<file path="src/rtl/cache_mem_port_if.sv">
// Bus bundle for cache_mem_port: CPU write-buffer path, cache line-fill
// handshake and the SDRAM request port.
interface cache_mem_port_if #(
  parameter int AW = 29
);
  logic          cpu_cs;
  logic [AW:1]   cpu_adr;
  logic [1:0]    cpu_bs;
  logic [15:0]   cpu_dat_w;
  logic          wb_en;
  logic          wb_ack;
  logic          mem_read_req;
  logic [63:0]   mem_dat_r;
  logic          mem_read_ack;
  logic          sd_req;
  logic          sd_we;
  logic [AW:1]   sd_addr;
  logic [1:0]    sd_be;
  logic [15:0]   sd_dout;
  logic [63:0]   sd_din;
  logic          sd_ack;

  // The port block itself.
  modport slave (
    input  cpu_cs, cpu_adr, cpu_bs, cpu_dat_w, wb_en, mem_read_req, sd_din, sd_ack,
    output wb_ack, mem_dat_r, mem_read_ack, sd_req, sd_we, sd_addr, sd_be, sd_dout
  );

  // The surrounding cache/CPU and SDRAM controller.
  modport master (
    output cpu_cs, cpu_adr, cpu_bs, cpu_dat_w, wb_en, mem_read_req, sd_din, sd_ack,
    input  wb_ack, mem_dat_r, mem_read_ack, sd_req, sd_we, sd_addr, sd_be, sd_dout
  );
endinterface

</file>
<file path="src/rtl/cache_mem_port.sv">
// Cache-to-SDRAM port: buffers CPU writes in a small FIFO and issues them
// ahead of any pending line fill, so a fill always observes earlier writes.
//
// state | meaning
// IDLE  | no SDRAM request outstanding; picks next write, else pending read
// WR    | write from FIFO head outstanding, waiting for sd_ack
// RD    | 4-word line fill outstanding, waiting for sd_ack
module cache_mem_port #(
  parameter int AW       = 29,
  parameter int WB_DEPTH = 4
) (
  input  logic              clk,
  input  logic              rst,
  cache_mem_port_if.slave   bus
);

  localparam int PW = $clog2(WB_DEPTH);
  localparam int CW = PW + 1;
  localparam int EW = AW + 18;
  localparam logic [CW-1:0] FULL_CNT = CW'(WB_DEPTH);

  typedef enum logic [1:0] {IDLE, WR, RD} state_t;

  state_t          state_q, state_d;

  logic [EW-1:0]   fifo_mem [WB_DEPTH];
  logic [PW-1:0]   wr_ptr_q, wr_ptr_d;
  logic [PW-1:0]   rd_ptr_q, rd_ptr_d;
  logic [CW-1:0]   count_q, count_d;

  logic            captured_q, captured_d;
  logic            wb_ack_q, wb_ack_d;
  logic            rd_pend_q, rd_pend_d;
  logic [AW:1]     rd_addr_q, rd_addr_d;

  logic            sd_req_q, sd_req_d;
  logic            sd_we_q, sd_we_d;
  logic [AW:1]     sd_addr_q, sd_addr_d;
  logic [1:0]      sd_be_q, sd_be_d;
  logic [15:0]     sd_dout_q, sd_dout_d;
  logic [63:0]     mem_dat_r_q, mem_dat_r_d;
  logic            mem_read_ack_q, mem_read_ack_d;

  logic            full, empty, push, pop, rd_done;
  logic [AW:1]     head_adr;
  logic [1:0]      head_bs;
  logic [15:0]     head_dat;

  assign full    = (count_q == FULL_CNT);
  assign empty   = (count_q == '0);
  assign push    = bus.wb_en & bus.cpu_cs & ~full & ~captured_q;
  assign pop     = (state_q == WR) & bus.sd_ack;
  assign rd_done = (state_q == RD) & bus.sd_ack;

  assign {head_adr, head_bs, head_dat} = fifo_mem[rd_ptr_q];

  // Write capture: one push per CPU access; ack held until the CPU lets go.
  always_comb begin
    captured_d = captured_q;
    wb_ack_d   = wb_ack_q;
    if (!bus.cpu_cs) begin
      captured_d = 1'b0;
      wb_ack_d   = 1'b0;
    end else if (push) begin
      captured_d = 1'b1;
      wb_ack_d   = 1'b1;
    end
  end

  // FIFO pointers and occupancy; simultaneous push and pop cancel in the count.
  always_comb begin
    wr_ptr_d = wr_ptr_q;
    rd_ptr_d = rd_ptr_q;
    count_d  = count_q;
    if (push) wr_ptr_d = wr_ptr_q + PW'(1);
    if (pop)  rd_ptr_d = rd_ptr_q + PW'(1);
    case ({push, pop})
      2'b10:   count_d = count_q + CW'(1);
      2'b01:   count_d = count_q - CW'(1);
      default: count_d = count_q;
    endcase
  end

  // Line-fill request latch; a second request while one is pending is dropped.
  always_comb begin
    rd_pend_d = rd_pend_q;
    rd_addr_d = rd_addr_q;
    if (rd_done) begin
      rd_pend_d = 1'b0;
    end else if (bus.mem_read_req && !rd_pend_q) begin
      rd_pend_d = 1'b1;
      rd_addr_d = {bus.cpu_adr[AW:3], 2'b00};
    end
  end

  // Issue FSM: writes drain before any read; request fields load on entry only.
  always_comb begin
    state_d        = state_q;
    sd_req_d       = sd_req_q;
    sd_we_d        = sd_we_q;
    sd_addr_d      = sd_addr_q;
    sd_be_d        = sd_be_q;
    sd_dout_d      = sd_dout_q;
    mem_dat_r_d    = mem_dat_r_q;
    mem_read_ack_d = 1'b0;
    case (state_q)
      IDLE: begin
        if (!empty) begin
          state_d   = WR;
          sd_req_d  = 1'b1;
          sd_we_d   = 1'b1;
          sd_addr_d = head_adr;
          sd_be_d   = head_bs;
          sd_dout_d = head_dat;
        end else if (rd_pend_q) begin
          state_d   = RD;
          sd_req_d  = 1'b1;
          sd_we_d   = 1'b0;
          sd_addr_d = rd_addr_q;
        end
      end
      WR: begin
        if (bus.sd_ack) begin
          state_d  = IDLE;
          sd_req_d = 1'b0;
        end
      end
      RD: begin
        if (bus.sd_ack) begin
          state_d        = IDLE;
          sd_req_d       = 1'b0;
          mem_dat_r_d    = bus.sd_din;
          mem_read_ack_d = 1'b1;
        end
      end
      default: state_d = IDLE;
    endcase
  end

  // Control and output registers.
  always_ff @(posedge clk) begin
    if (rst) begin
      state_q        <= IDLE;
      wr_ptr_q       <= '0;
      rd_ptr_q       <= '0;
      count_q        <= '0;
      captured_q     <= 1'b0;
      wb_ack_q       <= 1'b0;
      rd_pend_q      <= 1'b0;
      rd_addr_q      <= '0;
      sd_req_q       <= 1'b0;
      sd_we_q        <= 1'b0;
      sd_addr_q      <= '0;
      sd_be_q        <= '0;
      sd_dout_q      <= '0;
      mem_dat_r_q    <= '0;
      mem_read_ack_q <= 1'b0;
    end else begin
      state_q        <= state_d;
      wr_ptr_q       <= wr_ptr_d;
      rd_ptr_q       <= rd_ptr_d;
      count_q        <= count_d;
      captured_q     <= captured_d;
      wb_ack_q       <= wb_ack_d;
      rd_pend_q      <= rd_pend_d;
      rd_addr_q      <= rd_addr_d;
      sd_req_q       <= sd_req_d;
      sd_we_q        <= sd_we_d;
      sd_addr_q      <= sd_addr_d;
      sd_be_q        <= sd_be_d;
      sd_dout_q      <= sd_dout_d;
      mem_dat_r_q    <= mem_dat_r_d;
      mem_read_ack_q <= mem_read_ack_d;
    end
  end

  // FIFO storage; contents need no reset since the pointers define validity.
  always_ff @(posedge clk) begin
    if (push) fifo_mem[wr_ptr_q] <= {bus.cpu_adr, bus.cpu_bs, bus.cpu_dat_w};
  end

  assign bus.wb_ack       = wb_ack_q;
  assign bus.mem_dat_r    = mem_dat_r_q;
  assign bus.mem_read_ack = mem_read_ack_q;
  assign bus.sd_req       = sd_req_q;
  assign bus.sd_we        = sd_we_q;
  assign bus.sd_addr      = sd_addr_q;
  assign bus.sd_be        = sd_be_q;
  assign bus.sd_dout      = sd_dout_q;

endmodule
</file>
<file path="src/flat_wrapper.sv">
// flat-port wrapper written by rule: the top's interface ports become plain ports
module cache_mem_port_flat 
#(
  parameter int AW       = 29,
  parameter int WB_DEPTH = 4
)
  (clk, rst, bus_cpu_cs, bus_cpu_adr, bus_cpu_bs, bus_cpu_dat_w, bus_wb_en, bus_mem_read_req, bus_sd_din, bus_sd_ack, bus_wb_ack, bus_mem_dat_r, bus_mem_read_ack, bus_sd_req, bus_sd_we, bus_sd_addr, bus_sd_be, bus_sd_dout);
  cache_mem_port_if #(.AW(AW)) bus_i ();
  input  logic clk;
  input  logic rst;
  input wire logic [$bits(bus_i.cpu_cs)-1:0] bus_cpu_cs;
  input wire logic [$bits(bus_i.cpu_adr)-1:0] bus_cpu_adr;
  input wire logic [$bits(bus_i.cpu_bs)-1:0] bus_cpu_bs;
  input wire logic [$bits(bus_i.cpu_dat_w)-1:0] bus_cpu_dat_w;
  input wire logic [$bits(bus_i.wb_en)-1:0] bus_wb_en;
  input wire logic [$bits(bus_i.mem_read_req)-1:0] bus_mem_read_req;
  input wire logic [$bits(bus_i.sd_din)-1:0] bus_sd_din;
  input wire logic [$bits(bus_i.sd_ack)-1:0] bus_sd_ack;
  output wire logic [$bits(bus_i.wb_ack)-1:0] bus_wb_ack;
  output wire logic [$bits(bus_i.mem_dat_r)-1:0] bus_mem_dat_r;
  output wire logic [$bits(bus_i.mem_read_ack)-1:0] bus_mem_read_ack;
  output wire logic [$bits(bus_i.sd_req)-1:0] bus_sd_req;
  output wire logic [$bits(bus_i.sd_we)-1:0] bus_sd_we;
  output wire logic [$bits(bus_i.sd_addr)-1:0] bus_sd_addr;
  output wire logic [$bits(bus_i.sd_be)-1:0] bus_sd_be;
  output wire logic [$bits(bus_i.sd_dout)-1:0] bus_sd_dout;
  assign bus_i.cpu_cs = bus_cpu_cs;
  assign bus_i.cpu_adr = bus_cpu_adr;
  assign bus_i.cpu_bs = bus_cpu_bs;
  assign bus_i.cpu_dat_w = bus_cpu_dat_w;
  assign bus_i.wb_en = bus_wb_en;
  assign bus_i.mem_read_req = bus_mem_read_req;
  assign bus_i.sd_din = bus_sd_din;
  assign bus_i.sd_ack = bus_sd_ack;
  assign bus_wb_ack = bus_i.wb_ack;
  assign bus_mem_dat_r = bus_i.mem_dat_r;
  assign bus_mem_read_ack = bus_i.mem_read_ack;
  assign bus_sd_req = bus_i.sd_req;
  assign bus_sd_we = bus_i.sd_we;
  assign bus_sd_addr = bus_i.sd_addr;
  assign bus_sd_be = bus_i.sd_be;
  assign bus_sd_dout = bus_i.sd_dout;
  cache_mem_port #(.AW(AW), .WB_DEPTH(WB_DEPTH)) u_core (.clk(clk), .rst(rst), .bus(bus_i));
endmodule
</file>
<file path="config.mk">
export PLATFORM = sky130hd
export DESIGN_NAME = cache_mem_port_flat
export DESIGN_NICKNAME = d
export VERILOG_FILES = /design/src/rtl/cache_mem_port_if.sv /design/src/rtl/cache_mem_port.sv /design/src/flat_wrapper.sv
export SDC_FILE = /design/constraint.sdc
export NUM_CORES = 1
export LEC_CHECK = 0
export ABC_AREA = 0
export BUFFER_PORTS_ARGS = -buffer_cell sky130_fd_sc_hd__buf_4
export CORE_ASPECT_RATIO = 1.25
export CORE_UTILIZATION = 55
export CTS_CLUSTER_DIAMETER = 120
export DETAILED_ROUTE_END_ITERATION = 16
export GPL_TIMING_DRIVEN = 0
export HOLD_SLACK_MARGIN = 0.05
export PLACE_DENSITY_LB_ADDON = 0.25
export SLEW_MARGIN = 10
export SYNTH_ARGS = -nofsm -noshare
export SYNTH_HDL_FRONTEND = slang
export SYNTH_SLANG_ARGS = --single-unit
</file>
<file path="constraint.sdc">
create_clock -name clk -period 3 [get_ports clk]
set_input_delay 0.3 -clock clk [delete_from_list [all_inputs] [get_ports clk]]
set_output_delay 0.3 -clock clk [all_outputs]
set_load 0.05 [all_outputs]
</file>
After elaboration in Yosys (flattened, before gate mapping)
Memory sizes are Yosys's and may differ from the RTL's. A register that Yosys moved wholly into a read port is not among the register bits.
Index checks and enable logic that the tools add are counted.
Widths: inputs -> output; s select.
{"block": "classes", "n_mux": 18, "n_addsub": 4, "n_eq_ne": 8, "bitwise_logic": 11, "n_reduce_logical": 16}
{"op": "$mux 29", "count": 2}
{"op": "$mux 2", "count": 5}
{"op": "$reduce_and 2->1", "count": 5}
{"op": "$mux 1", "count": 8}
{"op": "$reduce_or 2->1", "count": 4}
{"op": "$not 1->1", "count": 6}
{"op": "$pmux 3 s2", "count": 1}
{"op": "$and 1x1->1", "count": 5}
{"op": "$add 2x1->2 const B", "count": 2}
{"op": "$eq 2x1->1 const B", "count": 2}
{"op": "$eq 2x2->1 const B", "count": 2}
{"op": "$ne 2x1->1 const B", "count": 2}
{"op": "$pmux 2 s2", "count": 1}
{"op": "$reduce_bool 2->1", "count": 2}
{"op": "$add 3x1->3 const B", "count": 1}
{"op": "$eq 3x3->1 const B", "count": 1}
{"op": "$logic_not 3->1", "count": 1}
{"op": "$ne 3x2->1 const B", "count": 1}
{"op": "$reduce_and 3->1", "count": 1}
{"op": "$sub 3x1->3 const B", "count": 1}
{"op": "$logic_not 2->1", "count": 1}
{"op": "$pmux 1 s2", "count": 1}
{"op": "$logic_and 1x1->1", "count": 1}
{"op": "$logic_not 1->1", "count": 1}
{"block": "totals", "wordCells": 72, "ramBits": 188, "output_inout_bits": 115, "n_memories": 1, "reg_bits": 152, "in_bits": 117}
{"memory": "u_core.fifo_mem", "words": 4, "word_bits": 47, "rd": 1, "rd_ports_with_merged_regs": 1, "write_ports": 1, "line_no": "cache_mem_port.sv:26", "source": "logic [EW-1:0] fifo_mem [WB_DEPTH];"}

Depth between registers and ports, before layout
Gate-level depths: netlist (run 1).
{"block": "logic_depth", "word_depth": 6, "ltp_mapped": 9, "depth_no_buf": 8}

Worst setup path after synthesis (run 1)
No wires, ideal clock.
{"block": "synth_path", "kind": "reg2reg", "startpoint": "reg u_core.captured_q", "endpoint": "mem u_core.fifo_mem[0][0] in the netlist's numbering, enable pin", "arrival_ns": 2.012, "path_slack_ns": 0.578, "setup_time_ns": 0.409, "required_ns": 2.591, "stages_incl_launch_ff": 3, "period_less_slack_ns": 2.422, "n_path_buf": 0, "cell_sequence": "dfxtp_1 > and3b_1 > and3_1"}
{"block": "synth_between", "elab_chain_len": 4}
{"element": "start: declaration", "line_no": "cache_mem_port.sv:31", "source": "logic captured_q, captured_d;"}
{"element": "start signal: assignment", "line_no": "cache_mem_port.sv:163", "source": "captured_q <= captured_d;"}
{"element": "$not 1->1", "line_no": "cache_mem_port.sv:51", "source": "assign push = bus.wb_en & bus.cpu_cs & ~full & ~captured_q;"}
{"element": "$and 1x1->1", "line_no": "cache_mem_port.sv:51"}
{"element": "$mux 1", "line_no": "cache_mem_port.sv:179", "source": "if (push) fifo_mem[wr_ptr_q] <= {bus.cpu_adr, bus.cpu_bs, bus.cpu_dat_w};"}
{"element": "$mux 1 (not written as such)", "line_no": "cache_mem_port.sv:179"}
{"element": "end: declaration", "line_no": "cache_mem_port.sv:26"}
Every way passes these cells.

Final worst setup path (run 1)
{"block": "layout_path", "startpoint": "reg u_core.count_q[0]", "endpoint": "reg u_core.count_q[2]"}
{"block": "layout_between", "elab_chain_len": 6, "word_cells_on_any_way": 10, "classes_between": "add/sub (2); eq/ne (3); mux (1); bitwise (3); reduce/logical (1)"}
{"element": "start: declaration", "line_no": "cache_mem_port.sv:29", "source": "logic [CW-1:0] count_q, count_d;"}
{"element": "start signal: assignment", "line_no": "cache_mem_port.sv:162", "source": "count_q <= count_d;"}
{"element": "$eq 3x3->1", "line_no": "cache_mem_port.sv:49", "source": "assign full = (count_q == FULL_CNT);"}
{"element": "$not 1->1", "line_no": "cache_mem_port.sv:51"}
{"element": "$and 1x1->1 (2 in series)", "line_no": "cache_mem_port.sv:51"}
{"element": "$eq 2x1->1 / $eq 2x2->1 (equally long branches)", "line_no": "cache_mem_port.sv:77", "source": "case ({push, pop})"}
{"element": "$pmux 3 s2 / $reduce_bool 2->1 (equally long branches)"}
Several ways; a longest one is shown, not always the timed one.
A chain may end at the register's enable or synchronous reset.

==> impl_metrics.py, run 1 <==
metrics = {
    "yosys": {
        "async_reset_ff_share_pct": 0,
        "synthFlopType": "edfxtp_1",
        "ys_seq_area_share_pct": 70.7,
        "yosys_register_bits": 342,
        "syn-num-nets": 953,
        "postSynthAreaPerCell_um2": 14.9,
        "ys_warn_count": 0,
        "synthCells": 826,
        "synth_edf_count": 188,
        "yosysUniqueCellTypes": 42,
        "syn_area_um2": 12300,
    },
    "place": {
        "hpwlAfterDp_mm": 19.4,
        "place_inst": 1336,
        "pre_cts_slack_ns": 0.762,
        "io_buffers": 231,
        "dpl-instance-area_um2": 14400,
        "place_congestion": 0.871,
    },
    "pwr": {
        "power_density_nw_per_um2": 784,
        "pwr-share-comb_pct": 27.0,
        "leakagePower_nw": 6.28,
        "power.switching_mw": 4.23,
        "seq_power_share_pct": 43.0,
        "internal_power_mw": 8.77,
        "swShare_pct": 32.6,
        "peakVddDrop_v": 0.000581,
        "clkPwrFrac_pct": 30.0,
    },
    "clock_network": {
        "worstSkewPairLatency_ns": 0.56,
        "clock-sinks": 342,
        "htree_levels": 1,
        "cts.reportedPaths.clkPinSlew_ns": 0.07,
        "cts_root_buf": "clkbuf_16",
        "cts_tree": "yes",
        "cts_setup_buffers": 0,
        "clock_path_buffers": 3,
        "cts_inserted_buffers": 31,
    },
    "grt": {
        "grt-ovfl-total": 0,
        "antenna_found_initial": 1,
        "grt_max_degree": 48,
        "use_met3_pct": 4.96,
        "grt_use_total_pct": 27.8,
        "grtUsageMet2_pct": 49.9,
        "grt_busiest_layer": "met2",
        "grt_pass1_wl_mm": 48.2,
        "grt_use_met1_pct": 32.7,
        "grt_pass1_vias": 9033,
    },
    "worst_setup_path": {
        "r2r-start": "u_core.count_q[0]",
        "worst_setup_path_start_kind": "flip-flop",
        "reg2reg_slack_ns": 0.74,
        "critPathKind": "flip-flop to flip-flop",
        "end_kind": "flip-flop",
        "cp_max_fo": 10,
        "crit_start": "u_core.count_q[0]",
        "cp.arrival_ns": 2.73,
        "worstPathRequired_ns": 3.47,
    },
    "sta": {
        "rsz0062_at_grt": "no",
        "tightest_slew_ns": 0.789,
        "timing.final.crit_period_ns": 2.26,
        "fin_ws_ns": 0.737,
        "fin_tns_setup_ns": 0,
        "fmax_mhz": 442,
        "fin_crit_sh_pct": 75.4,
        "fin_worst_skew_ns": 0.0168,
        "finalSetupViolCount": 0,
        "slew_violations": 0,
        "finalHoldViolCount": 0,
        "maxSlewHeadroom_pct": 47.4,
    },
    "route": {
        "routed_wl_mm": 31.3,
        "drt_iter0_markers": 521,
        "drc": 0,
        "viasPerCell": 5.66,
        "dr.pass1.iters": 5,
        "wl_per_cell_um": 20.8,
        "postRouteAntennaNets": 0,
        "vias": 8523,
    },
    "hold_path": {
        "hold_class": "input port to flip-flop",
        "worstHoldStart": "bus_sd_ack",
    },
    "finish": {
        "fill_cells": 1294,
        "synthToLayoutAreaGrowth_pct": 34.4,
        "final_cells": 1507,
        "final_area_um2": 16600,
        "drive_above_1_share_pct": 30.1,
        "final_nets": 1330,
    },
    "floorplan": {
        "std_cell_rows": 60,
        "die_w_um": 136,
        "die_h_um": 170,
        "core_region_area_um2": 21800,
        "num_io_pins": 232,
        "dieArea_um2": 23100,
        "start_util_pct": 56.7,
    },
    "run_status": {
        "outcome": "complete, no violations",
    },
    "run": {
        "maxCapViolCount": 0,
    },
}
-- power by group through the flow --
stage               Sequential (mW)  Combinational [mW]  Clock [mW]
finish                         5.60                3.51        3.90
CTS                            5.59                3.50        3.93
floorplan                      6.67                1.22           0
global route                   5.64                3.71        4.10
global placement               5.68                3.30           0
detailed placement             5.68                3.35           0
-- placed cells by master, fill, tap and decap left out, types with 3 or more instances in the layout --
cell	count
buf_4	236
edfxtp_1	188
dfxtp_1	154
dlygate4sd3_1	113
a21oi_1	80
a22o_1	64
nand2_1	54
mux4_2	47
o21ai_0	46
clkbuf_16	32
clkbuf_1	30
nand3_1	30
buf_2	27
inv_1	19
o22ai_1	13
a211oi_1	13
nor2_1	11
ha_1	9
clkinv_2	8
and3_4	4
clkbuf_8	4
nor2b_1	3
nand2b_1	3
clkinv_1	3
-- state kept, by name (all words and copies together), names as in the netlist, 2 cells and up, named ones only --
name and flops:
u_core.rd_addr_q 27, u_core.bus.mem_dat_r 64, u_core.fifo_mem 188, u_core.state_q 2, u_core.bus.sd_be 2, u_core.rd_ptr_q 2
u_core.wr_ptr_q 2, u_core.count_q 3, u_core.bus.sd_dout 16, u_core.bus.sd_addr 29
-- cell type report --
class / count / area (µm²) / area share [%]
Clock buffer: 40 / 871 / 5.25
Clock inverter: 17 / 145 / 0.874
Tap cell: 279 / 349 / 2.10
Buffer: 60 / 278 / 1.67
Inverter: 19 / 71.3 / 0.430
Sequential cell: 342 / 8730 / 52.6
Multi-Input combinational cell: 405 / 3290 / 19.8
Timing Repair Buffer: 344 / 2870 / 17.3
Antenna cell: 1 / 2.50 / 0.0151
-- worst paths after layout --
path / to / cells past startpoint
worst min-delay path: u_core.bus.sd_req / 4
worst min register to register: u_core.bus.sd_addr[11] / 2
worst max register to register: u_core.count_q[2] / 9
worst max-delay path: u_core.count_q[2] / 9
-- through the flow --
stage          hold WS (ns)  util [%]  power [mW]
2_1_floorplan         0.399         -        7.89
3_3_place_gp          0.444      66.3        8.98
3_5_place_dp          0.447      66.4        9.04
4_1_cts               0.151      76.2        13.0
5_1_grt               0.195      76.2        13.5
6_report              0.168      76.2        13.0
-- critical path, cell delays in order, from the launching register on --
cell	delay (ns)
dfxtp_1	0.35
buf_2	0.25
nor3b_1	0.11
nor2_1	0.16
inv_1	0.06
ha_1	0.23
fa_1	0.44
xnor2_1	0.14
or3_1	0.31
a21oi_1	0.14
-- Yosys cell counts (all sizes together), types with 3 or more instances --
cell / n / share of area (%)
a22o: 64 / 4.5
nand2b: 3 / 0.15
edfxtp: 188 / 46
buf: 34 / 1.5
a21oi: 80 / 3.2
inv: 19 / 0.58
clkbuf: 26 / 0.79
nand3: 30 / 1.2
ha: 9 / 0.91
o22ai: 13 / 0.66
a211oi: 13 / 0.79
nor2b: 3 / 0.15
and3: 4 / 0.20
nor2: 11 / 0.33
nand2: 54 / 1.6
dfxtp: 154 / 25
o21ai: 46 / 1.9
mux4: 47 / 8.6
-- cells by family after synthesis --
kind of cell / after synthesis / share of synthesized area [%]
buffers and inverters: 79 / 2.83
AOI/OAI and AO/OA: 226 / 12.0
xor gates and xnor gates: 4 / 0.284
muxes: 48 / 8.66
adders and majority gates: 10 / 1.07
DFF: 342 / 70.7
and+or+nand+nor: 117 / 4.46
-- routing by layer --
metal / routed length (µm) / up-vias / share of wire, %
met5: 0 / - / 0
met4: 929 / 0 / 3.0
met3: 2120 / 60 / 6.8
met2: 16400 / 363 / 53
met1: 11800 / 4186 / 38
li1: - / 3914 / -
-- timing repair --
| action | in CTS | in global routing |
|---|---|---|
| resized for setup | 0 | 0 |
| setup endpoints to repair | 0 | 0 |
| endpoints found under the hold margin | 279 | 0 |
| hold buffers | 113 | 0 |
No activity file was read; power rests on OpenSTA's default activity.
==> run 2, diff against run 1 <==
--- a/config.mk
+++ b/config.mk
@@ -5,10 +5,10 @@
 export SDC_FILE = /design/constraint.sdc
 export NUM_CORES = 1
 export LEC_CHECK = 0
-export ABC_AREA = 0
+export ABC_AREA = 1
 export BUFFER_PORTS_ARGS = -buffer_cell sky130_fd_sc_hd__buf_4
 export CORE_ASPECT_RATIO = 1.25
-export CORE_UTILIZATION = 55
+export CORE_UTILIZATION = 56
 export CTS_CLUSTER_DIAMETER = 120
 export DETAILED_ROUTE_END_ITERATION = 16
 export GPL_TIMING_DRIVEN = 0
==> constraint.sdc (replaced) <==
create_clock -name clk -period 2.3 [get_ports clk]
set_input_delay 0.23 -clock clk [delete_from_list [all_inputs] [get_ports clk]]
set_output_delay 0.23 -clock clk [all_outputs]
set_load 0.05 [all_outputs]
==> impl_metrics.py, run 2 <==
metrics = {
    "sta": {
        "fmax_mhz": 475,
        "timing.final.crit_period_ns": 2.10,
        "finalSetupViolCount": 0,
        "rsz0062_at_grt": "no",
        "slew_violations": 0,
        "tightest_slew_ns": 0.841,
        "maxSlewHeadroom_pct": 43.8,
        "fin_crit_sh_pct": 91.5,
        "finalHoldViolCount": 0,
        "fin_worst_skew_ns": 0.00807,
    },
    "worst_setup_path": {
        "end_kind": "flip-flop",
        "cp_max_fo": 26,
        "worst_setup_path_start_kind": "flip-flop",
        "critPathKind": "flip-flop to flip-flop",
        "worstPathRequired_ns": 2.55,
        "cp.arrival_ns": 2.35,
    },
    "route": {
        "viasPerCell": 5.34,
        "vias": 11300,
        "wl_per_cell_um": 17.3,
        "postRouteAntennaNets": 0,
        "drt_iter0_markers": 904,
        "routed_wl_mm": 36.5,
        "drc": 0,
        "dr.pass1.iters": 5,
    },
    "finish": {
        "mostFrequentLayoutCells": "353 x nand2_1, 234 x buf_4, 188 x edfxtp_1",
        "final_area_um2": 17800,
        "final_nets": 1916,
        "largest_register_ffs": 188,
        "drive_above_1_share_pct": 19.3,
        "top_register": "u_core.fifo_mem",
        "synthToLayoutAreaGrowth_pct": 32.7,
        "final_common_cell": "nand2_1",
    },
    "pwr": {
        "peakVddDrop_v": 0.000880,
        "total_power_mw": 18.7,
        "power_density_nw_per_um2": 1050,
        "leakagePower_nw": 8.03,
    },
    "grt": {
        "grt_pass1_vias": 11100,
        "grt_pass1_wl_mm": 55.9,
        "grt_max_degree": 27,
        "grt_use_total_pct": 29.3,
        "antenna_found_initial": 1,
        "grt-ovfl-total": 0,
    },
    "floorplan": {
        "die_h_um": 175,
        "num_io_pins": 232,
        "dieArea_um2": 24600,
        "start_util_pct": 56.9,
        "die_w_um": 141,
        "core_region_area_um2": 23600,
        "std_cell_rows": 63,
    },
    "clock_network": {
        "cts_inserted_buffers": 31,
        "cts_tree": "yes",
        "clock-sinks": 342,
        "cts.reportedPaths.clkPinSlew_ns": 0.06,
        "cts_root_buf": "clkbuf_16",
        "worstSkewPairLatency_ns": 0.56,
        "clock_path_buffers": 3,
        "htree_levels": 1,
        "cts_setup_buffers": 0,
    },
    "yosys": {
        "synth_top_area_share_pct": 42.0,
        "yosys-top-cells-area": "edfxtp_1 42%, dfxtp_1 23%, nand2_1 9.9%",
        "yosysTopAreaCell": "edfxtp_1",
        "synthCells": 1406,
        "yosys_register_bits": 342,
        "async_reset_ff_share_pct": 0,
        "yosysMostFrequentCell": "nand2_1",
        "yosysUniqueCellTypes": 29,
        "ys_seq_area_share_pct": 64.9,
        "postSynthAreaPerCell_um2": 9.56,
        "ys_warn_count": 0,
        "synth_edf_count": 188,
        "syn_area_um2": 13400,
        "synthFlopType": "edfxtp_1",
        "syn-num-nets": 1533,
        "ys_top_cells_by_count": "354 x nand2_1, 188 x edfxtp_1, 167 x inv_1",
    },
    "place": {
        "io_buffers": 230,
        "place_congestion": 0.817,
        "dpl-instance-area_um2": 15700,
        "hpwlAfterDp_mm": 22.7,
    },
    "run_status": {
        "outcome": "complete, no violations",
    },
    "hold_path": {
        "hold_class": "input port to flip-flop",
    },
    "run": {
        "maxCapViolCount": 0,
    },
}
## run 2: cell count changes after synthesis, moves of 28 or more
cell / delta
a21oi_1: -28
a22o_1: -64
inv_1: +148
mux4_2: -47
nand2_1: +300
nand3_1: +122
nor2_1: +102
o21ai_0: +31
## run 2: kinds of logic after synthesis
| logic type | synth area share (%) |
|---|---|
| AND/OR/NAND/NOR | 19.7 |
| flip-flops | 64.9 |
| buffers and inverters | 8.06 |
| AO/OA/AOI/OAI | 6.24 |
| adder cells (fa/ha/maj) | 0.986 |
| XOR/XNOR | 0.130 |
## run 2: what timing repair did
action | CTS | global route
gates resized for setup | 1 | 2
endpoints found under the setup margin | 53 | 1
hold endpoints to repair | 289 | 0
hold buffers | 114 | 0
## run 2: layout make-up
class | instances | area, µm²
Antenna cell | 1 | 2.50
Buffer | 80 | 438
Clock buffer | 54 | 966
Clock inverter | 4 | 23.8
Fill cell | 1528 | 5800
Inverter | 172 | 646
Multi-Input combinational cell | 812 | 3670
Sequential cell | 342 | 8730
Tap cell | 292 | 365
Timing Repair Buffer | 350 | 3000
## run 2: report_power, final
| part | total, mW | leakage, nW | switching [mW] | internal (mW) |
|---|---|---|---|---|
| logic | 6.16 | 4.57 | 4.27 | 1.89 |
| clock network | 4.99 | 0.489 | 2.16 | 2.83 |
| registers | 7.59 | 2.97 | 0.425 | 7.16 |
## run 2: worst max-delay path: stages (launching register included)
cell and delay (ns):
dfxtp_1 0.43, nor2_4 0.07, nand2_1 0.16, nand2_4 0.15
nor2_4 0.67, buf_12 0.30
## run 2: stage by stage
step           utilization, %  std cells  hold WS (ns)  TNS, ns  setup WS [ns]
2_1_floorplan               -       1406         0.329   -61.25         -0.326
3_5_place_dp             66.4       1934         0.422    -2.13        -0.0512
6_report                 75.5       2107         0.101        0          0.196
5_1_grt                  75.5       2107         0.144        0         0.0441
4_1_cts                  75.4       2106        0.0837        0          0.107
3_3_place_gp             65.7       1928         0.417  -227.23          -1.26
## run 2: layer usage
metal	share of wire, %	track usage, %	wire, µm	vias to the layer above
li1	-	-	-	5327
met1	38	34.6	13800	5298
met2	51	52.8	18600	503
met3	7.0	3.86	2540	125
met4	4.1	13.5	1510	0
met5	0	0	0	-
## run 2: worst paths after layout
kind / cells after the start / startpoint / slack, ns / endpoint
worst max register to register: 5 / u_core.count_q[1] / 0.20 / u_core.fifo_mem[3][11]
worst min-delay path: 4 / bus_sd_ack / 0.10 / u_core.rd_ptr_q[0]
worst max-delay path: 5 / u_core.count_q[1] / 0.20 / u_core.fifo_mem[3][11]
worst min register to register: 2 / u_core.rd_addr_q[11] / 0.45 / u_core.rd_addr_q[11]
==> run 3, diff against run 2 <==
--- a/config.mk
+++ b/config.mk
@@ -14,6 +14,7 @@
 export GPL_TIMING_DRIVEN = 0
 export HOLD_SLACK_MARGIN = 0.05
 export PLACE_DENSITY_LB_ADDON = 0.25
+export RECOVER_POWER = 100
 export SLEW_MARGIN = 10
 export SYNTH_ARGS = -nofsm -noshare
 export SYNTH_HDL_FRONTEND = slang
==> impl_metrics.py, run 3 (synthesized netlist as in run 2, its figures left out) <==
metrics = {
    "run_status": {
        "outcome": "complete, no violations",
    },
    "worst_setup_path": {
        "cp.depth": 7,
        "cp.arrival_ns": 2.67,
        "cpMostUsedCell": "clkbuf_1",
        "rr_endpoint": "u_core.fifo_mem[0][11]",
        "crit_start": "rst",
        "worst_setup_path_start_kind": "input port",
        "r2r-start": "u_core.count_q[1]",
        "worstPathRequired_ns": 2.79,
        "reg2reg_slack_ns": 0.18,
        "crit_chain": "dlygate4sd3_1, clkbuf_1, inv_1, clkbuf_1, clkbuf_1, o21ai_0, nor2_1",
        "cp_num_buf_inv": 5,
        "endpoint": "u_core.rd_addr_q[27]",
        "cpPeakStageDelay_ns": 0.53,
        "cp_top_family": "buffers and inverters",
        "crit_path_top_delay_cell": "dlygate4sd3_1",
        "critPathKind": "input port to flip-flop",
        "cp_max_fo": 10,
        "end_kind": "flip-flop",
        "reg2reg_depth": 6,
    },
    "sta": {
        "finalSetupViolCount": 0,
        "slew_violations": 0,
        "tightest_slew_ns": 0.840,
        "fmax_mhz": 459,
        "timing.final.crit_period_ns": 2.18,
        "maxSlewHeadroom_pct": 43.9,
        "fin_tns_setup_ns": 0,
        "finalHoldViolCount": 0,
        "fin_worst_skew_ns": 0.00997,
        "fin_crit_sh_pct": 94.8,
        "rsz0062_at_grt": "no",
    },
    "finish": {
        "largest_register_ffs": 188,
        "fill_cells": 1762,
        "drive_above_1_share_pct": 9.65,
        "final_nets": 1916,
        "final_common_cell": "nand2_1",
        "synthToLayoutAreaGrowth_pct": 27.8,
        "top_register": "u_core.fifo_mem",
        "mostFrequentLayoutCells": "353 x nand2_1, 208 x clkbuf_1, 188 x edfxtp_1",
        "final_area_um2": 17200,
    },
    "route": {
        "wl_per_cell_um": 17.3,
        "met2WireLength_mm": 18.5,
        "highest_layer": "met4",
        "met1_length_mm": 13.7,
        "postRouteAntennaNets": 0,
        "vias": 11300,
        "dr.pass1.iters": 5,
        "routed_wl_mm": 36.4,
        "viasPerCell": 5.36,
        "dr_wl_met3_mm": 2.68,
        "drt_iter0_markers": 875,
        "drc": 0,
    },
    "clock_network": {
        "cts_root_buf": "clkbuf_16",
        "cts_inserted_buffers": 31,
        "cts.reportedPaths.clkPinSlew_ns": 0.07,
        "cts_tree": "yes",
        "clock-sinks": 342,
        "clock_path_buffers": 3,
        "worstSkewPairLatency_ns": 0.56,
        "htree_levels": 1,
        "cts_setup_buffers": 0,
    },
    "pwr": {
        "peakVddDrop_v": 0.000792,
        "leakagePower_nw": 7.33,
        "power_density_nw_per_um2": 1060,
    },
    "place": {
        "place_congestion": 0.817,
        "dpl-instance-area_um2": 15700,
        "hpwlAfterDp_mm": 22.7,
        "io_buffers": 230,
    },
    "floorplan": {
        "start_util_pct": 56.9,
        "die_h_um": 175,
        "std_cell_rows": 63,
        "die_w_um": 141,
        "dieArea_um2": 24600,
        "num_io_pins": 232,
        "core_region_area_um2": 23600,
    },
    "run": {
        "maxCapViolCount": 0,
    },
    "grt": {
        "grt-ovfl-total": 0,
        "grt_pass1_wl_mm": 55.9,
        "antenna_found_initial": 1,
        "grt_max_degree": 27,
        "grt_pass1_vias": 11100,
        "grt_use_total_pct": 29.3,
    },
    "hold_path": {
        "worstHoldStart": "bus_sd_ack",
        "hold_class": "input port to flip-flop",
    },
}
run 3: changes by cell type in the layout (fill, tap and decap cells not counted), moves of 2 or more:
cell | before | now
buf_1 | 8 | 6
buf_2 | 37 | 27
buf_4 | 234 | 70
clkbuf_1 | 32 | 208
o21ai_0 | 77 | 80
o21ai_1 | 10 | 7
run 3: worst min path at each step:
stage / to / slack (ns) / cells after the start
after global placement: u_core.bus.mem_dat_r[48] / 0.42 / 3
after global routing: u_core.rd_ptr_q[0] / 0.15 / 4
after floorplan: u_core.fifo_mem[0][0] / 0.33 / 0
final: u_core.rd_ptr_q[0] / 0.10 / 4
after CTS: flip-flop / 0.08 / 4
after detailed placement: u_core.bus.mem_dat_r[61] / 0.42 / 3
run 3: tightest hold or removal path: cells and delay by family:
kind,cells,cell delay (ns)
simple gates,1,0.05
compound gates,1,0.09
buf+inv,2,0.23
run 3: metal layers:
metal  global-route usage (%)  up-vias
li1                         -     5318
met1                     34.6     5301
met2                     52.8      543
met3                     3.86      129
met4                     13.5        0
met5                        0        -
run 3: metrics by stage:
| step | cells | util (%) | power (mW) | worst slack [ns] | hold slack [ns] |
|---|---|---|---|---|---|
| 2_1_floorplan | 1406 | - | 11.6 | -0.326 | 0.329 |
| 3_3_place_gp | 1928 | 65.7 | 13.4 | -1.26 | 0.417 |
| 3_5_place_dp | 1934 | 66.4 | 13.6 | -0.0512 | 0.422 |
| 4_1_cts | 2106 | 75.4 | 18.7 | 0.107 | 0.0837 |
| 5_1_grt | 2107 | 72.7 | 19.0 | 0.0340 | 0.146 |
| 6_report | 2107 | 72.7 | 18.2 | 0.120 | 0.100 |
run 3: area by class of cell:
cell class	instances	area [µm²]	share of cell area, %
clock buffer	54	966	5.62
timing repair buffer	350	2370	13.8
clock inverter	4	23.8	0.138
inverter	172	646	3.76
tap	292	365	2.13
multi-input combinational	812	3670	21.4
antenna	1	2.50	0.0146
buffer	80	418	2.43
sequential	342	8730	50.8
run 3: where the power goes:
part / internal (mW) / switching [mW]
clock network: 2.83 / 2.16
logic: 1.39 / 4.27
registers: 7.16 / 0.418
total: 11.4 / 6.85
run 3: repair_timing:
item,4_1_cts,5_1_grt
hold endpoints to repair,289,0
gates cloned,0,0
gates resized for setup,1,2
setup endpoints to repair,53,1
hold buffers,114,0
